File: src/rtl/serial_frame_tx.sv
// serial_frame_tx: framed parallel-to-serial transmitter.
// A WIDTH-bit word accepted over a valid/ready handshake is sent on a one-wire
// line as: start bit (0), WIDTH data bits, optional even-parity bit, then
// STOP_BITS stop bits (1). Each bit is held for BIT_CYCLES clock cycles.
//
// Ports:
//   clk          rising-edge clock
//   reset        synchronous active-high reset
//   parallel_in  word to send, sampled only on accept (load_valid & load_ready)
//   load_valid   source has a word on parallel_in
//   load_ready   transmitter can accept a word this cycle
//   serial_out   serial line, idles at 1
//   busy         frame in progress (start through last stop cycle)
//   done         one-cycle pulse in the final cycle of the final stop bit
module serial_frame_tx #(
  parameter int unsigned WIDTH      = 4,
  parameter int unsigned BIT_CYCLES = 1,
  parameter int unsigned PARITY_EN  = 1,
  parameter int unsigned STOP_BITS  = 1,
  parameter int unsigned LSB_FIRST  = 1
) (
  input  logic             clk,
  input  logic             reset,
  input  logic [WIDTH-1:0] parallel_in,
  input  logic             load_valid,
  output logic             load_ready,
  output logic             serial_out,
  output logic             busy,
  output logic             done
);

  typedef enum logic [2:0] {
    StIdle,
    StStart,
    StData,
    StParity,
    StStop
  } state_e;

  // A 1-bit counter is kept even when BIT_CYCLES = 1 so the logic stays uniform.
  localparam int unsigned CW = (BIT_CYCLES > 1) ? $clog2(BIT_CYCLES) : 1;
  localparam int unsigned BW = $clog2(WIDTH + 1);

  localparam logic [CW-1:0] CycLast  = CW'(BIT_CYCLES - 1);
  localparam logic [BW-1:0] DataLast = BW'(WIDTH - 1);
  localparam logic [BW-1:0] StopLast = BW'(STOP_BITS - 1);

  state_e           state_q, state_d;
  logic [CW-1:0]    cyc_q, cyc_d;
  logic [BW-1:0]    bit_q, bit_d;
  logic [WIDTH-1:0] shift_q, shift_d;
  logic             par_q, par_d;

  logic bit_end;
  logic last_stop;
  logic accept;

  assign bit_end   = (cyc_q == CycLast);
  assign last_stop = (state_q == StStop) && bit_end && (bit_q == StopLast);
  assign accept    = load_valid && load_ready;

  // Outputs are decodes of registered state only; load_valid never reaches them.
  always_comb begin
    load_ready = (state_q == StIdle) || last_stop;
    busy       = (state_q != StIdle);
    done       = last_stop;
    serial_out = 1'b1;
    unique case (state_q)
      StStart:  serial_out = 1'b0;
      StData:   serial_out = (LSB_FIRST != 0) ? shift_q[0] : shift_q[WIDTH-1];
      StParity: serial_out = par_q;
      default:  serial_out = 1'b1;
    endcase
  end

  always_comb begin
    state_d = state_q;
    cyc_d   = cyc_q;
    bit_d   = bit_q;
    shift_d = shift_q;
    par_d   = par_q;
    unique case (state_q)
      StIdle: begin
        if (accept) begin
          state_d = StStart;
          cyc_d   = '0;
          bit_d   = '0;
          shift_d = parallel_in;
          par_d   = ^parallel_in;
        end
      end
      StStart: begin
        if (bit_end) begin
          state_d = StData;
          cyc_d   = '0;
        end else begin
          cyc_d = cyc_q + CW'(1);
        end
      end
      StData: begin
        if (bit_end) begin
          cyc_d   = '0;
          shift_d = (LSB_FIRST != 0) ? (shift_q >> 1) : (shift_q << 1);
          if (bit_q == DataLast) begin
            bit_d   = '0;
            state_d = (PARITY_EN != 0) ? StParity : StStop;
          end else begin
            bit_d = bit_q + BW'(1);
          end
        end else begin
          cyc_d = cyc_q + CW'(1);
        end
      end
      StParity: begin
        if (bit_end) begin
          state_d = StStop;
          cyc_d   = '0;
          bit_d   = '0;
        end else begin
          cyc_d = cyc_q + CW'(1);
        end
      end
      StStop: begin
        if (bit_end) begin
          cyc_d = '0;
          if (bit_q == StopLast) begin
            bit_d = '0;
            // Back-to-back accept skips idle and starts the next frame directly.
            if (accept) begin
              state_d = StStart;
              shift_d = parallel_in;
              par_d   = ^parallel_in;
            end else begin
              state_d = StIdle;
            end
          end else begin
            bit_d = bit_q + BW'(1);
          end
        end else begin
          cyc_d = cyc_q + CW'(1);
        end
      end
      default: state_d = StIdle;
    endcase
  end

  always_ff @(posedge clk) begin
    if (reset) begin
      state_q <= StIdle;
      cyc_q   <= '0;
      bit_q   <= '0;
      shift_q <= '0;
      par_q   <= 1'b0;
    end else begin
      state_q <= state_d;
      cyc_q   <= cyc_d;
      bit_q   <= bit_d;
      shift_q <= shift_d;
      par_q   <= par_d;
    end
  end

endmodule

File: config.mk
export PLATFORM = sky130hd
export DESIGN_NAME = serial_frame_tx
export DESIGN_NICKNAME = d
export VERILOG_FILES = /design/src/rtl/serial_frame_tx.sv
export SDC_FILE = /design/constraint.sdc
export NUM_CORES = 1
export LEC_CHECK = 0
export ABC_AREA = 1
export BUFFER_PORTS_ARGS = -buffer_cell sky130_fd_sc_hd__buf_2
export CORE_MARGIN = 2
export CORE_UTILIZATION = 48
export DETAILED_ROUTE_END_ITERATION = 12
export HOLD_SLACK_MARGIN = 0.08
export PLACE_DENSITY = 0.72
export SLEW_MARGIN = 20
export SYNTH_ARGS = -nofsm -noshare
export SYNTH_HDL_FRONTEND = slang
export SYNTH_SLANG_ARGS = --single-unit
File: constraint.sdc
create_clock -name clk -period 1.25 [get_ports clk]
set_clock_uncertainty 0.2 [all_clocks]
set_input_delay 0 -clock clk [delete_from_list [all_inputs] [get_ports clk]]
set_output_delay 0 -clock clk [all_outputs]
set_load 0.01 [all_outputs]
**Word-level counts from Yosys, hierarchy flattened**

Index checks and enable logic that the tools add are counted.

- Logic and storage cells: 67
- Register bits after elaboration: 12
- Output and inout bits: 4
- Bits of input ports: 7

- Add/subtract/negate cells: 2
- Reductions and logical operators: 18
- Equality and inequality tests: 12
- Bitwise gates (word level): 1
- Muxes and demuxes: 29

Operators by type and width:

| kind | number |
|---|---|
| two-way mux 3 bit | 13 |
| two-way mux 4 bit | 4 |
| case mux 3 bit (5 select lines) | 1 |
| inequality test 2 bit (second input constant) | 6 |
| case mux 3 bit (4 select lines) | 1 |
| case mux 4 bit (3 select lines) | 1 |
| equality test 3 x 2 -> 1 bit (second input constant) | 3 |
| AND reduction 7 bit | 1 |
| logical NOT 3 bit | 2 |
| two-way mux 1 bit | 6 |
| nonzero test 3 bit | 2 |
| AND reduction 5 bit | 1 |
| case mux 1 bit (2 select lines) | 2 |
| AND reduction 4 bit | 1 |
| nonzero test 2 bit | 2 |
| nonzero test 4 bit | 1 |
| OR reduction 4 bit | 1 |
| parity 4 bit | 1 |
| adder 3 x 1 -> 3 bit (second input constant) | 1 |
| equality test 3 x 1 -> 1 bit (second input constant) | 1 |
| equality test 3 bit (second input constant) | 1 |
| logical AND 1 bit | 3 |
| case mux 1 bit (3 select lines) | 1 |
| AND reduction 3 bit | 1 |
| 5 further kinds | 5 |

**Logic depth before layout (Yosys ltp)**

- Depth after elaboration: 9
- Mapped depth: 9
- Mapped depth without buffers: 9

**Worst setup path after synthesis**

OpenSTA, ideal clock, no wires.

- Path type: register to register
- Start: register bit_q[0]
- End: register shift_q[0]
- Buffers on the path: 0
- Library setup time: 0.115 ns
- Stages on the path, launching flop included: 8
- Period minus slack after synthesis: 1.388 ns
- Data required time: 0.935 ns
- Setup slack: -0.138 ns
- Data arrival time: 1.073 ns
- Cells stage by stage: dfxtp_1 inv_1 ha_1 nand2_2 a21oi_4 nand2_4 a21oi_1 nor2_1

- Longest elaborated chain between the ends: 8
- Elaborated cells between the ends (all ways): 10
- Those cells by class: 1 x eq/ne; 4 x mux; 5 x reduce/logical

Ends and longest elaborated chain:

| what | RTL line | RTL |
|---|---|---|
| start, declared | 50 | `logic [BW-1:0] bit_q, bit_d;` |
| start signal, assigned | 157 | `bit_q <= bit_d;` |
| logical NOT 3 bit * | 59 | `assign last_stop = (state_q == StStop) && bit_end && (bit_q == StopLast);` |
| logical AND 1 bit * | 59 |  |
| logical OR 1 bit * | 64 | `load_ready = (state_q == StIdle) \|\| last_stop;` |
| via load_ready | 26 | `output logic load_ready,` |
| logical AND 1 bit * | 60 | `assign accept = load_valid && load_ready;` |
| two-way mux 4 bit * | -- |  |
| two-way mux 4 bit (2 in a row) | -- |  |
| case mux 4 bit (3 select lines) * | -- |  |
| end signal, assigned | 158 | `shift_q <= shift_d;` |
| end, declared | 51 | `logic [WIDTH-1:0] shift_q, shift_d;` |

The timed path passes the listed nets; every way through them passes the cells marked *. The select of a mux whose other input is x is not followed.
A chain may end at the register's enable or synchronous reset.

**Worst setup path after layout**

- Start: register bit_q[1]
- End: output done

- Longest elaborated chain between the ends: 2

Ends and longest elaborated chain:

| what | RTL line | RTL |
|---|---|---|
| logical NOT 3 bit | 59 |  |
| logical AND 1 bit | 59 |  |
| end, declared | 29 | `output logic done` |

No other way between the ends.

==> reports/qor.csv <==
stage,metric,value,unit
drt,drt initial violations,18,
drt,remaining design rule violation count,0,
run_status,failing checks,negative setup slack,
sta,Final Setup Violations,12,
worst_setup_path,slack of the worst reg-to-reg path,-230,ps
worst_setup_path,capture point of the worst reg-to-reg path,shift_q[0],
place,buffers added on ports,10,
drt,DR WL/cell,12.6,um
logic_synthesis,sequential fraction of the synthesis area,29.5,%
logic_synthesis,adder and majority cell fraction of the synthesized area,6.70,%
sta,setup ws final,-258,ps
cts,Worst-Skew Late Latency,270,ps
sta,worst hold slack,315,ps
cts,CTS tree,yes,
pwr,total power divided by cell area,1810,nW/um2
sta,slew at the pin with the worst max-slew slack,259,ps
cells_and_area,number of fill cells,89,
place,final estimated routing congestion in global placement,0.857,
pwr,"Power, Total",0.00205,W
cells_and_area,total number of nets in the final design,154,
cells_and_area,share of cells above drive strength 1,49.3,%
run,Max Cap Violations,0,
cts,clock-pin slew on the worst setup and hold paths,70,ps
run_status,result of the run,"complete, but fails checks",
logic_synthesis,"Distinct cells, synth",27,
worst_setup_path,largest fanout of any net on the critical path,2,
cts,number of levels in the clock H-tree,1,
grt,initial antenna violation count,0,
logic_synthesis,share of synthesized area spent on multiplexers,0,%
worst_setup_path,FF-to-FF Start,bit_q[1],
floorplan,Row Count,14,
logic_synthesis,synthesis-stage register bit count,11,
worst_setup_path,data arrival time of the worst path,1310,ps
worst_setup_path,type of origin of the critical path,flip-flop,
logic_synthesis,per-instance average area after synthesis,7.05,um2
logic_synthesis,syn_nets,117,
floorplan,Die Span X,43.5,um
grt,maximum number of pins on one net before global-route repair,15,
floorplan,Core Footprint,1490,um2
cts,maximum count of clock buffers along a single path,2,
cells_and_area,count of inserted antenna diode cells,0,
logic_synthesis,fraction of synthesized cell area in xor and xnor cells,4.69,%
cts,clock root buffer,clkbuf_4,
floorplan,starting density of the core,50.2,%
logic_synthesis,post-synthesis cell count,106,
floorplan,IO Count,11,
pwr,largest voltage drop on the vdd net,1.32,mV
drt,Total Wirelength,1980,um
sta,final hold vios,0,
pwr,LEAKAGE,0.520,nW
drt,First-pass DRT Iterations,4,
worst_hold_path,hold path start,shift_q[3],
worst_setup_path,type of destination of the critical path,output port,
worst_hold_path,Hold Path Stages,2,
drt,routed via count,790,
place,setup slack after placement,-146,ps
sta,Pins Over Slew Limit,0,
cts,TritonCTS Buffers,3,
grt,All-Layer GR Usage,20.8,%
sta,crit path time final,1510,ps
place,placed wire-length estimate,1220,um
logic_synthesis,"Warnings, synthesis",0,
drt,via-per-instance ratio,5.00,
logic_synthesis,dominant combinational cell family by area after synthesis,simple AND/OR/NAND/NOR gates,
worst_setup_path,cell count of the worst reg-to-reg path,8,
cells_and_area,synthesis-to-finish area growth,51.4,%
sta,timing-limited maximum frequency,663,MHz
grt,sum of overflow across all layers after global routing,0,
worst_hold_path,Hold EP,shift_q[3],
cts,clk sinks,11,
worst_hold_path,class of the worst hold path,flip-flop to flip-flop,
grt,vias in the first global route,690,
logic_synthesis,fraction of the mapped netlist area in compound gates,13.2,%
worst_setup_path,WS Path Type,flip-flop to output port,
grt,global-route wire length before repair,2880,um
floorplan,area of the die,1890,um2
logic_synthesis,"area fraction in and, or, nand and nor cells after synthesis",33.7,%
worst_setup_path,data required time at the worst endpoint,1050,ps
drt,Detail Route Antenna Nets,0,
sta,Worst slew margin,82.6,%
sta,final worst-path cycle share,121,%
logic_synthesis,synthesized area,747,um2
floorplan,vertical extent of the die,43.5,um
sta,unrepaired setup endpoints after global routing,yes,
## cell usage in the layout, fill, tap and decap left out, types with 3 or more instances in the layout
| cell type | instances |
|---|---|
| a21oi_1 | 4 |
| nand2_2 | 4 |
| dlygate4sd3_1 | 6 |
| nor2_2 | 4 |
| buf_2 | 9 |
| nand2_4 | 4 |
| buf_4 | 16 |
| a21oi_2 | 5 |
| dfxtp_2 | 5 |
| nand2_1 | 20 |
| nand3_2 | 3 |
| clkbuf_4 | 3 |
| nor2_1 | 10 |
| dfxtp_1 | 6 |
| inv_1 | 12 |
| inv_2 | 5 |
| o21ai_0 | 4 |
## worst max-delay path, stage by stage, from the launching register on
cell and delay [ps]:
dfxtp_2 330, inv_2 70, ha_4 140, nand2_4 60
buf_6 130, nor3_4 150, buf_2 160
## routing by layer
metal	vias to the layer above	track usage, %	wire length (um)
li1	401	-	-
met1	351	24.5	842
met2	29	35.8	1000
met3	9	5.00	83
met4	0	9.09	56
met5	-	0	0
## per-stage QoR
stage,std cells,area (um2),util (%),TNS [ps]
6_report,158,1130,76.0,-2310
5_1_grt,158,1130,76.0,-3130
2_1_floorplan,106,778,-,-639
4_1_cts,153,1060,71.1,-2090
3_5_place_dp,140,907,60.9,-963
3_3_place_gp,140,907,60.9,-623
## cells in the mapped netlist
cell type	count	area [um2]
nor2_4	1	11.3
nand3_4	1	17.5
nand3_2	1	10.0
buf_6	1	11.3
nor2_2	3	18.8
inv_4	1	6.26
a21oi_1	8	40.0
a21oi_4	1	16.3
nor2_1	11	41.3
ha_1	4	50.1
nand2_2	2	12.5
nand4_1	1	6.26
inv_2	2	7.51
nand2_4	2	22.5
o21ai_1	1	5.00
xnor2_1	2	17.5
clkbuf_2	1	5.00
clkinv_2	1	5.00
nand3_1	4	20.0
nor3_1	1	5.00
o221ai_1	1	8.76
dfxtp_1	11	220
a21oi_2	1	8.76
o21ai_0	4	20.0
inv_1	15	56.3
xor2_1	2	17.5
nand2_1	23	86.3
## final cells by class
type | instances | area [um2] | area share [%]
multi-input cells | 75 | 532 | 47.0
repair buffers | 33 | 248 | 21.9
flip-flops and latches | 11 | 226 | 20.0
inverters | 19 | 78.8 | 6.97
clock buffers | 4 | 26.3 | 2.32
well taps | 16 | 20.0 | 1.77
## cells by family after synthesis
kind of cell,after synthesis
AO/OA/AOI/OAI,16
XOR/XNOR,4
adder cells (fa/ha/maj),4
buffers and inverters,21
flip-flops,11
AND/OR/NAND/NOR,50
## repair_timing
item / CTS / global route
setup endpoints to repair: 13 / 13
gates resized for setup: 12 / 8
gates cloned: 1 / 0
hold buffers: 6 / 0
pin swaps: 9 / 2
hold endpoints to repair: 11 / 0
setup buffers: 2 / 5
## report_power, final
group          switching, W  internal, W
sequential        0.0000549     0.000444
combinational      0.000712     0.000585
clock              0.000127     0.000124
## state kept, by name (all words and copies together) (netlist names)
signal	count
shift_q	4
bit_q	3
state_q	3
par_q	1
## how the worst max path moves through the flow
| stage | endpoint | start | cells past startpoint | slack (ps) |
|---|---|---|---|---|
| floorplan | par_q | bit_q[1] | 9 | -110 |
| global placement | par_q | bit_q[1] | 9 | -110 |
| detailed placement | par_q | bit_q[1] | 9 | -150 |
| CTS | done | bit_q[0] | 6 | -220 |
| global route | done | bit_q[1] | 6 | -330 |
| finish | done | bit_q[1] | 6 | -260 |
(Power assumes the default switching activity.)
